===== src/rtl/trivium_keyiv_loader.sv =====
// ============================================================================
// trivium_keyiv_loader : byte-stream key/IV assembler and warm-up sequencer
//                        that sits in front of the Trivium keystream core.
// Revision: 1.0
// ============================================================================
`timescale 1ns/1ps
`default_nettype none

module trivium_keyiv_loader #(
  parameter int KEY_BYTES     = 10,
  parameter int IV_BYTES      = 10,
  parameter int WARMUP_CYCLES = 1152
) (
  input  logic                    clk,
  input  logic                    rst_n,
  input  logic                    ena,
  input  logic                    restart,
  input  logic [7:0]              byte_in,
  input  logic                    byte_valid,
  output logic                    byte_ready,
  output logic [8*KEY_BYTES-1:0]  key,
  output logic [8*IV_BYTES-1:0]   iv,
  output logic                    core_load,
  output logic                    core_step,
  output logic                    ks_valid,
  output logic                    busy
);

  localparam int KEY_W     = 8 * KEY_BYTES;
  localparam int IV_W      = 8 * IV_BYTES;
  localparam int MAX_BYTES = (KEY_BYTES > IV_BYTES) ? KEY_BYTES : IV_BYTES;
  localparam int BC_W      = $clog2(MAX_BYTES + 1);
  localparam int WC_W      = $clog2(WARMUP_CYCLES + 1);

  localparam logic [BC_W-1:0] KEY_LAST  = BC_W'(KEY_BYTES - 1);
  localparam logic [BC_W-1:0] IV_LAST   = BC_W'(IV_BYTES - 1);
  localparam logic [WC_W-1:0] WARM_LAST = WC_W'(WARMUP_CYCLES - 1);

  typedef enum logic [2:0] {
    S_LOAD_KEY = 3'd0,
    S_LOAD_IV  = 3'd1,
    S_INIT     = 3'd2,
    S_WARMUP   = 3'd3,
    S_RUN      = 3'd4
  } state_t;

  state_t            state_q,    state_d;
  logic [BC_W-1:0]   byte_cnt_q, byte_cnt_d;
  logic [WC_W-1:0]   warm_cnt_q, warm_cnt_d;
  logic [KEY_W-1:0]  key_q,      key_d;
  logic [IV_W-1:0]   iv_q,       iv_d;

  logic in_load;
  logic xfer;
  logic live;

  assign in_load = (state_q == S_LOAD_KEY) || (state_q == S_LOAD_IV);
  // Ready is also held low while reset is applied so no transfer can be seen then.
  assign byte_ready = rst_n & ena & in_load;
  assign xfer       = byte_valid & byte_ready;
  assign live       = ena & ~restart;

  assign core_load = live & (state_q == S_INIT);
  assign core_step = live & ((state_q == S_WARMUP) || (state_q == S_RUN));
  assign ks_valid  = (state_q == S_RUN);
  assign busy      = (state_q == S_INIT) || (state_q == S_WARMUP);
  assign key       = key_q;
  assign iv        = iv_q;

  always_comb begin
    state_d    = state_q;
    byte_cnt_d = byte_cnt_q;
    warm_cnt_d = warm_cnt_q;
    key_d      = key_q;
    iv_d       = iv_q;
    if (ena) begin
      if (restart) begin
        // Restart beats any byte offered in the same cycle.
        state_d    = S_LOAD_KEY;
        byte_cnt_d = '0;
        warm_cnt_d = '0;
        key_d      = '0;
        iv_d       = '0;
      end else begin
        case (state_q)
          S_LOAD_KEY: begin
            if (xfer) begin
              key_d = {key_q[KEY_W-9:0], byte_in};
              if (byte_cnt_q == KEY_LAST) begin
                byte_cnt_d = '0;
                state_d    = S_LOAD_IV;
              end else begin
                byte_cnt_d = byte_cnt_q + BC_W'(1);
              end
            end
          end
          S_LOAD_IV: begin
            if (xfer) begin
              iv_d = {iv_q[IV_W-9:0], byte_in};
              if (byte_cnt_q == IV_LAST) begin
                byte_cnt_d = '0;
                state_d    = S_INIT;
              end else begin
                byte_cnt_d = byte_cnt_q + BC_W'(1);
              end
            end
          end
          S_INIT: begin
            warm_cnt_d = '0;
            state_d    = S_WARMUP;
          end
          S_WARMUP: begin
            if (warm_cnt_q == WARM_LAST) begin
              warm_cnt_d = '0;
              state_d    = S_RUN;
            end else begin
              warm_cnt_d = warm_cnt_q + WC_W'(1);
            end
          end
          S_RUN: begin
            state_d = S_RUN;
          end
          default: begin
            state_d    = S_LOAD_KEY;
            byte_cnt_d = '0;
            warm_cnt_d = '0;
          end
        endcase
      end
    end
  end

  always_ff @(posedge clk or negedge rst_n) begin
    if (!rst_n) begin
      state_q    <= S_LOAD_KEY;
      byte_cnt_q <= '0;
      warm_cnt_q <= '0;
      key_q      <= '0;
      iv_q       <= '0;
    end else begin
      state_q    <= state_d;
      byte_cnt_q <= byte_cnt_d;
      warm_cnt_q <= warm_cnt_d;
      key_q      <= key_d;
      iv_q       <= iv_d;
    end
  end

endmodule

`default_nettype wire


===== config.mk =====
export PLATFORM = sky130hd
export DESIGN_NAME = trivium_keyiv_loader
export DESIGN_NICKNAME = d
export VERILOG_FILES = /design/src/rtl/trivium_keyiv_loader.sv
export SDC_FILE = /design/constraint.sdc
export NUM_CORES = 1
export LEC_CHECK = 0
export BUFFER_PORTS_ARGS = -buffer_cell sky130_fd_sc_hd__buf_2
export CORE_MARGIN = 8
export CORE_UTILIZATION = 53
export CTS_CLUSTER_DIAMETER = 60
export DETAILED_ROUTE_END_ITERATION = 8
export PLACE_DENSITY = 0.8
export SYNTH_ARGS = -nofsm -noshare
export SYNTH_HDL_FRONTEND = slang
export SYNTH_SLANG_ARGS = --single-unit
export TNS_END_PERCENT = 20

===== constraint.sdc =====
create_clock -name clk -period 2.5 [get_ports clk]
set_input_delay 0.5 -clock clk [delete_from_list [all_inputs] [get_ports clk]]
set_output_delay 0.5 -clock clk [all_outputs]
set_load 0.02 [all_outputs]

### Word level (Yosys, flattened, before mapping)

Index checks and enable logic that the tools add are counted.

| operators by class | value |
|---|---|
| $add $sub $neg | 2 |
| equal/unequal tests | 14 |
| multiplexer cells | 20 |
| bitwise operators | 7 |
| reduce and logical (&&, ||, !) cells | 15 |

Operators by type and width:

| kind | number |
|---|---|
| $mux W80 | 6 |
| $mux W11 | 2 |
| $pmux W11 S2 | 1 |
| $mux W3 | 6 |
| $pmux W3 S5 | 1 |
| $mux W4 | 3 |
| $add A11 B1 Y11 const B | 1 |
| $eq A11 B11 Y1 const B | 1 |
| $ne A3 B2 Y1 const B | 3 |
| $reduce_and A3 Y1 | 3 |
| $pmux W4 S2 | 1 |
| $and A1 B1 Y1 | 6 |
| $eq A3 B2 Y1 const B | 2 |
| $ne A3 B3 Y1 const B | 2 |
| $reduce_and A6 Y1 | 1 |
| $reduce_bool A2 Y1 | 3 |
| $reduce_or A3 Y1 | 2 |
| $add A4 B1 Y4 const B | 1 |
| $eq A4 B4 Y1 const B | 1 |
| $ne A2 B1 Y1 const B | 2 |
| $eq A3 B1 Y1 const B | 1 |
| $eq A3 B3 Y1 const B | 1 |
| $logic_not A3 Y1 | 1 |
| $logic_or A1 B1 Y1 | 3 |
| 4 further kinds | 4 |

| word-level totals | value |
|---|---|
| register bits | 178 |
| bits of input ports | 13 |
| output and inout port bits | 165 |
| word-level logic and storage cells | 63 |

### Logic depth before layout (Yosys ltp)

| depth | value |
|---|---|
| depth after elaboration | 7 |
| mapped depth | 7 |
| depth with buffers taken out | 6 |

### Worst setup path after synthesis

OpenSTA, ideal clock, no wires.

| timing path | value |
|---|---|
| path type | reg-to-output |
| start point | reg state_q[1] |
| end point | out core_step |
| data arrival time | 1625 ps |
| required time | 2000 ps |
| path slack | 375 ps |
| cell stages (with the launch flop) | 5 |
| cell sequence | dfrtp_1 -> or2_2 -> nor2_1 -> a21oi_1 -> nor3_1 |

| between the ends | value |
|---|---|
| cells in the longest elaborated chain, start to end | 3 |
| elaborated cells on any way between the ends | 4 |

RTL lines:

| what | line | RTL |
|---|---|---|
| from (decl) | 47 | `state_t state_q, state_d;` |
| from (signal assigned) | 141 | `state_q <= state_d;` |
| $eq A3 B3 Y1 | -- |  |
| named net ks_valid | 25 | `output logic ks_valid,` |
| $logic_or A1 B1 Y1 | 64 | `assign core_step = live & ((state_q == S_WARMUP) \|\| (state_q == S_RUN));` |
| $and A1 B1 Y1 | 64 |  |
| to (decl) | 24 | `output logic core_step,` |

The timed path passes the listed nets, and every way through them passes these cells.

### Worst setup path after layout

| timing path | value |
|---|---|
| start point | reg state_q[1] |
| end point | out core_step |

| between the ends | value |
|---|---|
| cells in the longest elaborated chain, start to end | 3 |
| elaborated cells on any way between the ends | 4 |

RTL lines:

| what | line |
|---|---|
| $eq A3 B2 Y1 / $eq A3 B3 Y1 (equally long branches) | 64 |
| $logic_or A1 B1 Y1 * | 64 |
| $and A1 B1 Y1 * | 64 |

Every way passes the cells marked *; elsewhere a longest branch is shown, timed or not.

==> results.md <==
* Outcome: complete, no violations
* Leak at 4.51 nW
* Number of detailed-route iterations in the first pass at 5
* Gp weighted congestion at 0.906
* Cell count after placement at 822
* Netlist Area Pre-Place at 0.00689 mm²
* Number of antenna violations at the first check in global routing at 0
* Post-DP Area at 0.00786 mm²
* Synth Warn # at 0
* Reg2reg setup slack at 0.42 ns
* Fraction of the yosys area taken by sequential cells at 64.7%
* Area taken by multi-input logic gates at 0.00219 mm²
* Layout Area Growth over Synthesis at 23.0%
* Pre-CTS WS at 0.271 ns
* Vertical extent of the die at 130 µm
* Met1 layer usage reported by global route at 27.8%
* Critical path endpoint: core_step
* Headroom to the max-slew limit at 42.1%
* Final setup TNS at 0 ns
* Highest Clock Rate at 428 MHz
* Antenna-violating nets left at 0
* Power density over cell area at 698 mW/mm²
* Maximum clock path buffer count at 2
* Cell types with the largest area share after synthesis: dfrtp_1 (65%), a22o_1 (18%), buf_6 (1.5%), a32o_1 (1.3%), nand2_1 (1.1%)
* Clock slew seen by the registers of the worst setup and hold paths at 0.07 ns
* Final design instance area without fill at 0.00847 mm²
* Remaining routing DRC violations at 0
* Share of total power in the clock network at 44.6%
* Via-to-Cell Ratio at 6.08
* Worst voltage drop across the vdd grid at 0.000439 V
* Post-CTS setup buffer count at 0
* HPWL after DPL at 11,700 µm
* Via count of the first global-routing pass at 5,043
* Total Wirelength at 17,200 µm
* Total number of vias at 5,201
* DRT iter0 DRCs at 648
* Startpoint type of the worst setup path: register
* Nets in the synthesized netlist at 523
* Arrival time at the worst endpoint at 1.83 ns
* Critical path class: register to primary output
* Met2 usage at 31.7%
* Clock tree sinks at 178
* Top-Level Pins at 178
* DR WL/cell at 20.1 µm
* Starting density of the core at 54.3%
* Area taken by flip-flops and latches at 0.00446 mm²
* Max-capacitance violation count at 0
* H-tree level count at 4
* Most frequent cell after synthesis: dfrtp_1
* Kind of end point of the critical path: primary output
* Fill count at 948
* Worst Hold Class: primary input to register
* Data required, critical path at 2.00 ns
* Full die area at 0.0169 mm²
* Startpoint of the worst setup timing path: state_q[1]
* Wire length of the first global-routing pass at 27,400 µm
* End of the worst register-to-register path: iv[56]
* CTS tree: built
* Final critical-path setup slack at 0.166 ns
* Met3 track demand over resource in global routing at 4.94%
* Synth Area per Inst at 13.6 µm²
* Reg2reg path depth at 5
* Inserted Clock Buffers at 17
* Final cell count without fillers at 855
* Core region area at 0.0127 mm²
* Asr flop ratio synth at 100%
* Minimum clock period after layout at 2.33 ns
* Total number of nets in the final design at 686
* Worst reg2reg path startpoint: state_q[2]
* Row count at 41
* Switching Share at 22.9%
* Ratio of cells with drive above 1 in the final layout at 33.4%
* Root cell of the clock tree: clkbuf_16
* Net load switching power at 1.36 mW
* Max-slew violation count at 0
* Number of antenna repair diodes at 0
* Endpoints failing setup at 0
* Die Wd at 130 µm
* Comb power frac at 5.4%
* Yosys reg bits at 178
* Portion of synthesized cell area occupied by the leading cell type at 64.7%
* Maximum number of pins on one net before global-route repair at 172
* Clock skew after layout at 0.00840 ns
* Number of hold-slack violations in the final timing report at 0
* Number of buffers added on ports at 177
* Sequential fraction of design power at 50.0%
* Internal power summed over all cells at 4.55 mW
* Slew of the pin with the lowest slew margin at 0.868 ns
* Number of enable flip-flop cells after synthesis at 0
* Number of cells produced by synthesis at 507
* Synth cell count leaders: dfrtp_1 (178), a22o_1 (145), nand2_1 (21)
* Fin crit share at 93.4%
* Cell taking the most area after synthesis: dfrtp_1
* Aggregate global routing overflow at 0
* Most instantiated flip-flop cell in the synthesis netlist: dfrtp_1
* Total GRT Usage at 20.7%
* Post-route total power at 5.91 mW
* Synth cell types at 44
* Peak-usage layer in the global routing report: met2
* Worst-Skew Late Latency at 0.42 ns
* Setup repair after global routing missed its margin: no
* CP Max Fanout at 9
what timing repair did:
item | CTS | global route
setup endpoints to repair | 0 | 1
hold buffers | 1 | 0
endpoints found under the hold margin | 7 | 0
resized for setup | 0 | 1
through the flow:
stage | hold WS [ns] | utilization, %
after floorplan | 0.204 | -
after global placement | 0.329 | 62.1
after detailed placement | 0.328 | 62.1
after CTS | 0.337 | 66.8
after global routing | 0.356 | 66.9
final | 0.358 | 66.9
worst max-delay path, stage by stage (launching register included):
cell and delay, ns:
dfrtp_1 0.47, or2_2 0.36, nor2_1 0.20, a21oi_1 0.07
nor3_1 0.13, buf_2 0.19
kinds of logic after synthesis:
| family | synth area share, % |
|---|---|
| AOI/OAI and AO/OA | 24.7 |
| DFF | 64.7 |
| and+or+nand+nor | 6.12 |
| buffers and inverters | 3.92 |
| adders and majority gates | 0.545 |
power by group through the flow:
stage	Clock [mW]	Sequential, mW	Combinational (mW)
after CTS	2.68	2.95	0.322
after detailed placement	0	3.01	0.320
after global placement	0	3.00	0.308
after floorplan	0	3.02	0.165
after global routing	2.81	2.96	0.351
final	2.64	2.96	0.317
metal layers:
layer,part of all wire [%],vias to the layer above
li1,-,2314
met3,7.2,26
met4,1.9,0
met2,48,219
met5,0,-
met1,43,2642
flip-flops by register name (all words and copies together) (netlist names):
register and flops:
iv 80, key 80, warm_cnt_q 11, byte_cnt_q 4, state_q 3
final cells by class:
type | instances | area share [%]
Inverter | 6 | 0.266
Clock inverter | 11 | 1.49
Tap cell | 172 | 2.54
Clock buffer | 21 | 5.55
Multi-Input combinational cell | 280 | 25.8
Timing Repair Buffer | 187 | 11.7
Sequential cell | 178 | 52.6
worst min path at each step:
stage,endpoint,start,cells past startpoint,slack [ns]
2_1_floorplan,byte_cnt_q[0],rst_n,0,0.20
3_3_place_gp,state_q[1],rst_n,1,0.33
3_5_place_dp,state_q[1],rst_n,1,0.33
4_1_cts,iv[0],byte_in[0],2,0.34
5_1_grt,iv[0],byte_in[0],2,0.36
6_report,iv[0],byte_in[0],2,0.36
placed cells by master (no fill, tap or decap), drive strengths merged, types with 6 or more instances in the layout:
master   instances
a31oi           10
a22o           145
clkbuf          21
o2bb2ai          8
a32o             9
o21ai           12
nor2            10
nor3             6
dfrtp          178
buf            186
nand2           21
nand3           11
inv              8
Power figures use the tool's default switching activity.
